**src/rtl/minv_v_seq_if.sv**
```systemverilog
// Handshake bundle between the upper layer and the V-register sequencer:
// command port, load word stream and readout word stream.
interface minv_v_seq_if;
  logic        cmd_valid;
  logic        cmd_ready;
  logic [1:0]  cmd_op;
  logic        in_valid;
  logic        in_ready;
  logic [31:0] in_data;
  logic        out_valid;
  logic        out_ready;
  logic [31:0] out_data;

  modport master (
    output cmd_valid, cmd_op, in_valid, in_data, out_ready,
    input  cmd_ready, in_ready, out_valid, out_data
  );

  modport slave (
    input  cmd_valid, cmd_op, in_valid, in_data, out_ready,
    output cmd_ready, in_ready, out_valid, out_data
  );
endinterface

```
**src/rtl/minv_v_seq.sv**
```systemverilog
// Sequencer for the 256-bit V register of the modular-inverse datapath.
// Optional zero-operand scan before STRIP: define MINV_VSEQ_ZERO_DET_EN.
module minv_v_seq #(
  parameter int unsigned NWORDS = 8,
  parameter int unsigned CNT_W  = 9
) (
  input  logic             clk,
  input  logic             rst_n,
  minv_v_seq_if.slave      bus,
  input  logic [31:0]      reg_lsw,
  output logic [31:0]      reg_regin,
  output logic             reg_we,
  output logic             reg_sel_cyc,
  output logic             reg_sel_rs,
  output logic [CNT_W-1:0] shift_cnt,
  output logic             done,
  output logic             err
);

  localparam int unsigned WCNT_W = $clog2(NWORDS + 1);
  localparam int unsigned NBITS  = NWORDS * 32;

  localparam logic [1:0] OP_LOAD  = 2'd0;
  localparam logic [1:0] OP_STRIP = 2'd1;
  localparam logic [1:0] OP_READ  = 2'd2;
  localparam logic [1:0] OP_HALVE = 2'd3;

  typedef enum logic [2:0] {
    S_IDLE  = 3'd0,
    S_LOAD  = 3'd1,
    S_STRIP = 3'd2,
    S_READ  = 3'd3,
    S_HALVE = 3'd4,
    S_DONE  = 3'd5,
    S_SCAN  = 3'd6
  } state_t;

  state_t             r_state;
  state_t             w_next;
  logic [WCNT_W-1:0]  r_word_cnt;
  logic [CNT_W-1:0]   r_shift_cnt;
  logic               w_accept;
  logic               w_in_hs;
  logic               w_out_hs;
  logic               w_scan;
  logic               w_last_word;
  logic               w_can_shift;

  assign w_accept    = (r_state == S_IDLE) && bus.cmd_valid;
  assign w_in_hs     = (r_state == S_LOAD) && bus.in_valid;
  assign w_out_hs    = (r_state == S_READ) && bus.out_ready;
  assign w_scan      = (r_state == S_SCAN);
  assign w_last_word = (r_word_cnt == WCNT_W'(NWORDS - 1));
  assign w_can_shift = !reg_lsw[0] && (r_shift_cnt < CNT_W'(NBITS));

  assign reg_regin    = bus.in_data;
  assign bus.out_data = reg_lsw;
  assign shift_cnt    = r_shift_cnt;

`ifdef MINV_VSEQ_ZERO_DET_EN
  logic r_nz;
  logic r_err;
  logic w_any_nz;

  // Running OR of every word seen while the scan rotates the register once.
  assign w_any_nz = r_nz | (|reg_lsw);

  always_ff @(posedge clk or negedge rst_n) begin
    if (!rst_n) begin
      r_nz  <= 1'b0;
      r_err <= 1'b0;
    end else if (w_accept) begin
      r_nz  <= 1'b0;
      r_err <= 1'b0;
    end else if (w_scan) begin
      r_nz <= w_any_nz;
      if (w_last_word && !w_any_nz) begin
        r_err <= 1'b1;
      end
    end
  end

  assign err = r_err;
`else
  assign err = 1'b0;
`endif

  // State register
  always_ff @(posedge clk or negedge rst_n) begin
    if (!rst_n) begin
      r_state <= S_IDLE;
    end else begin
      r_state <= w_next;
    end
  end

  // Next-state logic
  always_comb begin
    w_next = r_state;
    case (r_state)
      S_IDLE: begin
        if (bus.cmd_valid) begin
          case (bus.cmd_op)
            OP_LOAD:  w_next = S_LOAD;
`ifdef MINV_VSEQ_ZERO_DET_EN
            OP_STRIP: w_next = S_SCAN;
`else
            OP_STRIP: w_next = S_STRIP;
`endif
            OP_READ:  w_next = S_READ;
            OP_HALVE: w_next = S_HALVE;
            default:  w_next = S_IDLE;
          endcase
        end
      end
      S_LOAD: begin
        if (w_in_hs && w_last_word) begin
          w_next = S_DONE;
        end
      end
      S_READ: begin
        if (w_out_hs && w_last_word) begin
          w_next = S_DONE;
        end
      end
      S_STRIP: begin
        if (!w_can_shift) begin
          w_next = S_DONE;
        end
      end
`ifdef MINV_VSEQ_ZERO_DET_EN
      S_SCAN: begin
        if (w_last_word) begin
          w_next = w_any_nz ? S_STRIP : S_DONE;
        end
      end
`endif
      S_HALVE: w_next = S_DONE;
      S_DONE:  w_next = S_IDLE;
      default: w_next = S_IDLE;
    endcase
  end

  // Register strobes and handshake outputs; strobes coincide with the capture edge
  always_comb begin
    bus.cmd_ready = 1'b0;
    bus.in_ready  = 1'b0;
    bus.out_valid = 1'b0;
    reg_we        = 1'b0;
    reg_sel_cyc   = 1'b0;
    reg_sel_rs    = 1'b0;
    done          = 1'b0;
    case (r_state)
      S_IDLE: bus.cmd_ready = 1'b1;
      S_LOAD: begin
        bus.in_ready = 1'b1;
        reg_we       = w_in_hs;
      end
      S_READ: begin
        bus.out_valid = 1'b1;
        reg_we        = w_out_hs;
        reg_sel_cyc   = w_out_hs;
      end
      S_STRIP: begin
        reg_we     = w_can_shift;
        reg_sel_rs = w_can_shift;
      end
      S_SCAN: begin
        reg_we      = 1'b1;
        reg_sel_cyc = 1'b1;
      end
      S_HALVE: begin
        reg_we     = 1'b1;
        reg_sel_rs = 1'b1;
      end
      S_DONE:  done = 1'b1;
      default: ;
    endcase
  end

  // Word counter serves LOAD, READ and SCAN; shift counter only advances in STRIP
  always_ff @(posedge clk or negedge rst_n) begin
    if (!rst_n) begin
      r_word_cnt  <= '0;
      r_shift_cnt <= '0;
    end else begin
      if (w_accept) begin
        r_word_cnt <= '0;
        if (bus.cmd_op == OP_STRIP) begin
          r_shift_cnt <= '0;
        end
      end else if (w_in_hs || w_out_hs || w_scan) begin
        r_word_cnt <= r_word_cnt + WCNT_W'(1);
      end
      if ((r_state == S_STRIP) && w_can_shift) begin
        r_shift_cnt <= r_shift_cnt + CNT_W'(1);
      end
    end
  end

endmodule

```
**src/flat_wrapper.sv**
```systemverilog
// flat-port wrapper written by rule: the top's interface ports become plain ports
module minv_v_seq_flat 
#(
  parameter int unsigned NWORDS = 8,
  parameter int unsigned CNT_W  = 9
)
  (clk, rst_n, reg_lsw, reg_regin, reg_we, reg_sel_cyc, reg_sel_rs, shift_cnt, done, err, bus_cmd_valid, bus_cmd_op, bus_in_valid, bus_in_data, bus_out_ready, bus_cmd_ready, bus_in_ready, bus_out_valid, bus_out_data);
  minv_v_seq_if bus_i ();
  input  logic clk;
  input  logic rst_n;
  input  logic [31:0] reg_lsw;
  output logic [31:0] reg_regin;
  output logic reg_we;
  output logic reg_sel_cyc;
  output logic reg_sel_rs;
  output logic [CNT_W-1:0] shift_cnt;
  output logic done;
  output logic err;
  input wire logic [$bits(bus_i.cmd_valid)-1:0] bus_cmd_valid;
  input wire logic [$bits(bus_i.cmd_op)-1:0] bus_cmd_op;
  input wire logic [$bits(bus_i.in_valid)-1:0] bus_in_valid;
  input wire logic [$bits(bus_i.in_data)-1:0] bus_in_data;
  input wire logic [$bits(bus_i.out_ready)-1:0] bus_out_ready;
  output wire logic [$bits(bus_i.cmd_ready)-1:0] bus_cmd_ready;
  output wire logic [$bits(bus_i.in_ready)-1:0] bus_in_ready;
  output wire logic [$bits(bus_i.out_valid)-1:0] bus_out_valid;
  output wire logic [$bits(bus_i.out_data)-1:0] bus_out_data;
  assign bus_i.cmd_valid = bus_cmd_valid;
  assign bus_i.cmd_op = bus_cmd_op;
  assign bus_i.in_valid = bus_in_valid;
  assign bus_i.in_data = bus_in_data;
  assign bus_i.out_ready = bus_out_ready;
  assign bus_cmd_ready = bus_i.cmd_ready;
  assign bus_in_ready = bus_i.in_ready;
  assign bus_out_valid = bus_i.out_valid;
  assign bus_out_data = bus_i.out_data;
  minv_v_seq #(.NWORDS(NWORDS), .CNT_W(CNT_W)) u_core (.clk(clk), .rst_n(rst_n), .bus(bus_i), .reg_lsw(reg_lsw), .reg_regin(reg_regin), .reg_we(reg_we), .reg_sel_cyc(reg_sel_cyc), .reg_sel_rs(reg_sel_rs), .shift_cnt(shift_cnt), .done(done), .err(err));
endmodule
```
**config.mk**
```make
export PLATFORM = sky130hd
export DESIGN_NAME = minv_v_seq_flat
export DESIGN_NICKNAME = d
export VERILOG_FILES = /design/src/rtl/minv_v_seq_if.sv /design/src/rtl/minv_v_seq.sv /design/src/flat_wrapper.sv
export SDC_FILE = /design/constraint.sdc
export NUM_CORES = 1
export LEC_CHECK = 0
export ABC_AREA = 1
export ABC_CLOCK_PERIOD_IN_PS = 1350
export BUFFER_PORTS_ARGS = -buffer_cell sky130_fd_sc_hd__buf_2
export CAP_MARGIN = 20
export CORE_MARGIN = 3
export CORE_UTILIZATION = 30
export DETAILED_ROUTE_END_ITERATION = 7
export GPL_TIMING_DRIVEN = 0
export PLACE_DENSITY = 0.72
export SETUP_SLACK_MARGIN = 0.3
export SLEW_MARGIN = 10
export SYNTH_ARGS = -nofsm -noshare
export SYNTH_HDL_FRONTEND = slang
export SYNTH_SLANG_ARGS = --single-unit
export TNS_END_PERCENT = 5
```
**constraint.sdc**
```tcl
create_clock -name clk -period 1.35 [get_ports clk]
set_clock_uncertainty 0.05 [all_clocks]
set_input_delay 0.27 -clock clk [delete_from_list [all_inputs] [get_ports clk]]
set_output_delay 0.27 -clock clk [all_outputs]
set_load 0.1 [all_outputs]
```
Word-level counts from Yosys, hierarchy flattened
Index checks and enable logic that the tools add are counted.
{"block": "word_totals", "ff_bits": 16, "latch_bits": 0, "mem_bits_rw": 0, "rom_bits": 0, "in_bits": 71, "output_inout_bits": 81, "memories": 0}
{"block": "op_classes", "add_sub_neg": 2, "mul": 0, "div": 0, "magnitude_cmp": 1, "n_eq_ne": 14, "shift": 0, "mux": 18, "n_bitwise": 0, "n_reduce_logical": 18}
{"op": "9-bit two-way mux", "n": 3}
{"op": "3-bit one-hot mux with 5 select lines", "n": 1}
{"op": "3-bit two-way mux", "n": 4}
{"op": "3-bit one-hot mux with 4 select lines", "n": 1}
{"op": "9-bit by 1-bit adder with 9-bit output, second input constant", "n": 1}
{"op": "3-bit == test, second input constant", "n": 3}
{"op": "9-bit < comparator, second input constant", "n": 1}
{"op": "4-bit two-way mux", "n": 2}
{"op": "2-bit inequality test, second input constant", "n": 4}
{"op": "1-bit logical AND", "n": 7}
{"op": "3-bit by 2-bit == test with 1-bit output, second input constant", "n": 2}
{"op": "2-bit nonzero test", "n": 3}
{"op": "4-bit by 1-bit adder with 4-bit output, second input constant", "n": 1}
{"op": "2-bit == test, second input constant", "n": 2}
{"op": "4-bit by 3-bit == test with 1-bit output, second input constant", "n": 1}
{"op": "1-bit two-way mux", "n": 4}
{"op": "1-bit one-hot mux with 2 select lines", "n": 2}
{"op": "1-bit one-hot mux with 4 select lines", "n": 1}
{"op": "4-bit AND reduction", "n": 1}
{"op": "3-bit by 1-bit == test with 1-bit output, second input constant", "n": 1}
{"op": "3-bit logical NOT", "n": 1}
{"op": "2-bit by 1-bit == test with 1-bit output, second input constant", "n": 1}
{"op": "2-bit logical NOT", "n": 1}
{"op": "1-bit logical OR", "n": 2}
{"op": "3 further kinds", "n": 3}

Depth between registers and ports, before layout
{"block": "logic_depth", "word_depth": 6, "depth_mapped": 8}

Worst setup path after synthesis
Ideal clock, no wire load.
{"block": "synth_timing", "path_type": "register to output", "start": "register u_core.r_state[1]", "end": "output reg_we", "arrival_time_ns": 2.429, "path_slack_ns": -1.399, "stages_incl_launch_ff": 7, "cell_sequence": "dfrtp_1 inv_2 nor2_2 nand2_1 nand2_1 nor2_1 nand3_1"}
{"block": "synth_between", "elab_chain_cells": 3}
{"element": "from (decl)", "line_no": "minv_v_seq.sv:38", "rtl": "state_t r_state;"}
{"element": "from (signal assigned)", "line_no": "minv_v_seq.sv:93", "rtl": "r_state <= w_next;"}
{"element": "3-bit == test, or another cell as far along", "line_no": "minv_v_seq.sv:153", "rtl": "case (r_state)"}
{"element": "2-bit OR reduction (no line), or another cell as far along"}
{"element": "1-bit one-hot mux with 4 select lines (*)", "line_no": "minv_v_seq.sv:153"}
{"element": "to (decl)", "line_no": "flat_wrapper.sv:13", "rtl": "output logic reg_we;"}
Mark *: on every way between the ends. The rest lies on a longest branch, timed or not.

Worst setup path after layout
{"block": "layout_timing", "start": "register u_core.r_state[0]", "end": "output reg_we"}
Same word-level chain as after synthesis.

==> summary.txt <==
Run status
  – Status: finished, violations left
  – Failing checks: setup timing

Critical path
  – Critical Path AT: 1470 ps
  – Crit-path slowest cell: dfrtp_2
  – Req. time, crit path: 1030 ps
  – CP Cell Sequence: nand4_1 -> nand2_8 -> nor2_4 -> nand3_4 -> buf_12
  – Crit-path max cell delay: 470 ps
  – WS Path Type: reg2out
  – Endpoint class of the critical path: output pin
  – CP max FO: 6
  – Register-to-Register Path Depth: 6
  – Startpoint Class: flop

Clocking
  – Number of H-tree levels: 1
  – Max Root-Sink Buffers: 2
  – Total CTS buffers: 3
  – Clock Sinks: 16
  – Clock Latency Late Sink: 250 ps
  – Clk pin slew, worst setup/hold paths: 70 ps
  – CTS tree: yes
  – CTS root buffer: clkbuf_8

Placed design
  – Final GP Congestion: 0.8264
  – Post-Place Cells: 358
  – PortBufs: 87
  – Pre-CTS setup slack: -543.8 ps
  – Post-DP HPWL: 3.268 mm

Logic synthesis
  – Yosys top cell by area: buf_4
  – #FFs+latches synth: 16
  – Post-Syn Area per Cell: 7.415 sq um
  – Post-synthesis sequential area ratio: 26.47%
  – Synth top area share: 32.26%
  – Synthesized netlist cell count: 204
  – Syn nets: 281
  – Synth top area cells: buf_4, dfrtp_1, nand2_1, ha_1, nand3_1
  – Synthesis Warnings: 0
  – Post-Syn Area: 1513 sq um
  – Unique masters post-synth: 21

Floorplanning
  – Die Wd: 77.01 um
  – Die area: 5931 sq um
  – Row count: 25
  – Core region area: 4786 sq um
  – Io pins: 152
  – Die Y: 77.01 um
  – Initial Utilization: 31.61%

Timing
  – Final worst setup slack: -436.2 ps
  – Post-layout min period: 1786 ps
  – Endpoints failing setup: 16
  – Sum Neg Setup Slack: -2643 ps
  – Slew Viols, Final: 0
  – Final Hold Viols: 0
  – Fin crit share: 132.3%
  – Max Clk Rate: 559.9 MHz
  – WHS: 290.7 ps
  – RSZ-0062 raised after global routing: yes

Final layout
  – ANT cells: 0
  – Fin util: 55.66%
  – Ratio of cells with drive above 1 in the final layout: 65.91%
  – Nets: 386
  – Finished Layout Cells: 375
  – P&R area growth vs syn: 76.10%

Power and ir drop
  – Flop pwr share: 16.5%
  – Sw Ratio: 59.63%
  – Comb pwr share: 76.4%
  – Net Sw Power: 3207 uW
  – Pwr per Cell Area: 2019 nW/um^2
  – Cell Int Power: 2172 uW
  – Maximum VDD drop: 1.006 mV
  – Leak Pwr: 0.001440 uW
  – Clock power frac: 7.0%

Detailed routing
  – ANT nets after route: 0
  – Drt first-iter violations: 74
  – 1st-pass router iterations: 5
  – Met3 Wirelength: 344 um
  – Detailed-route via count: 1611
  – DRC Markers: 0
  – Routed wl met2: 2.406 mm
  – Highest routing layer actually used: met4
  – Drt wl/cell: 11.50 um
  – Met1 WL: 1.520 mm
  – WL final: 4.312 mm
  – Mean number of vias per cell: 4.296

Global route
  – Largest net degree at the start of global routing: 17
  – Initial antenna violation count: 0
  – Grt ovf: 0
  – First-pass GRT wire length: 6.706 mm
  – Total GRT Usage: 13.60%
  – Number of global-route vias before repair: 1582

Min path
  – Hold Crit Depth: 4
  – HP Class: in2reg

Run
  – Max-Cap Viols: 0
placed cells by master (no fill, tap or decap):
cell type and count:
clkinv_2 1, xor2_1 2, nand2_1 32, nor3_1 1
clkbuf_1 1, inv_2 1, o21bai_1 3, o21ai_0 7
nand3b_1 2, nand2_8 1, nand2_2 5, buf_4 144
nand3_4 3, nand3_2 1, nand4_1 5, ha_2 1
buf_12 10, nor2_4 5, a21oi_1 4, nor2_2 3
clkinvlp_4 1, dlygate4sd3_1 1, ha_4 1, inv_1 13
nor3_4 1, buf_6 2, buf_2 7, clkbuf_8 3
dfrtp_2 8, nand3_1 13, nor2_1 8, ha_1 4
buf_8 1, inv_4 2, nand2_4 2, dfrtp_1 8
conb_1 1
power groups by stage:
stage | combinational [uW] | sequential (uW) | clock (uW)
floorplan | 2320 | 1330 | 0
global placement | 3220 | 842 | 0
detailed placement | 3250 | 853 | 0
CTS | 4020 | 869 | 389
global route | 4290 | 914 | 412
finish | 4110 | 890 | 379
stage by stage:
step | instance area, sq um | total power (uW)
finish | 2664 | 5379
floorplan | 1604 | 3651
CTS | 2594 | 5277
global placement | 2123 | 4060
global route | 2664 | 5619
detailed placement | 2123 | 4102
final timing paths:
check | slack [ps] | to | startpoint
min in group asynchronous | 420 | u_core.shift_cnt[5] | rst_n
worst max register to register | -100 | u_core.r_word_cnt[2] | u_core.r_state[0]
worst min-delay path | 290 | u_core.shift_cnt[8] | bus_cmd_valid
max in group asynchronous | 530 | u_core.r_state[0] | rst_n
worst max-delay path | -440 | reg_we | u_core.r_state[0]
worst min register to register | 470 | u_core.r_word_cnt[3] | u_core.r_word_cnt[3]
Yosys cell counts:
library cell / number
buf_4: 65
nand2_1: 37
dfrtp_1: 16
nand3_1: 15
inv_1: 14
nor2_1: 14
o21ai_0: 7
ha_1: 6
nand4_1: 5
a21oi_1: 4
inv_2: 3
nand2_2: 3
o21bai_1: 3
nand3b_1: 2
nor2_2: 2
nor3_1: 2
xor2_1: 2
clkinv_2: 1
conb_1: 1
nand3_2: 1
nand3_4: 1
layer usage:
layer  track usage [%]  up-vias
li1                  -      793
met1             14.99      724
met2             25.17       90
met3             3.286        4
met4             4.804        0
met5                 0        -
sequential cells by signal, indices dropped and copies added (netlist names):
register and cells:
u_core.r_state 3, u_core.r_word_cnt 4, u_core.shift_cnt 9
cell families (layout without fill, tap and decap cells):
logic type,after synthesis,count (layout),synth area share (%)
AO/OA/AOI/OAI,14,14,5.128
XOR/XNOR,2,2,1.158
adder cells (fa/ha/maj),6,6,4.963
buffers and inverters,83,187,36.81
flip-flops,16,16,26.47
other,1,1,0.2479
AND/OR/NAND/NOR,82,82,25.23
worst max-delay path, delay by kind of cell, from the launching register on:
family | cells | cell delay, ps
flops | 1 | 470
buf+inv | 1 | 170
simple gates | 4 | 570
final cells by class:
cell class                 instances  area (sq um)
timing repair buffer             100         875.8
sequential                        16         410.4
clock buffer                       4         45.04
fill                             432          2122
inverter                          18         77.57
buffer                            65         488.0
multi-input combinational        105         683.2
tap                               67         83.83
what timing repair did:
item,CTS,global route
setup buffers,10,2
endpoints found under the hold margin,16,0
setup endpoints to repair,96,33
gates resized for setup,115,12
pin swaps,4,5
hold buffers,1,0
gates cloned,0,0
Power figures use the tool's default switching activity.
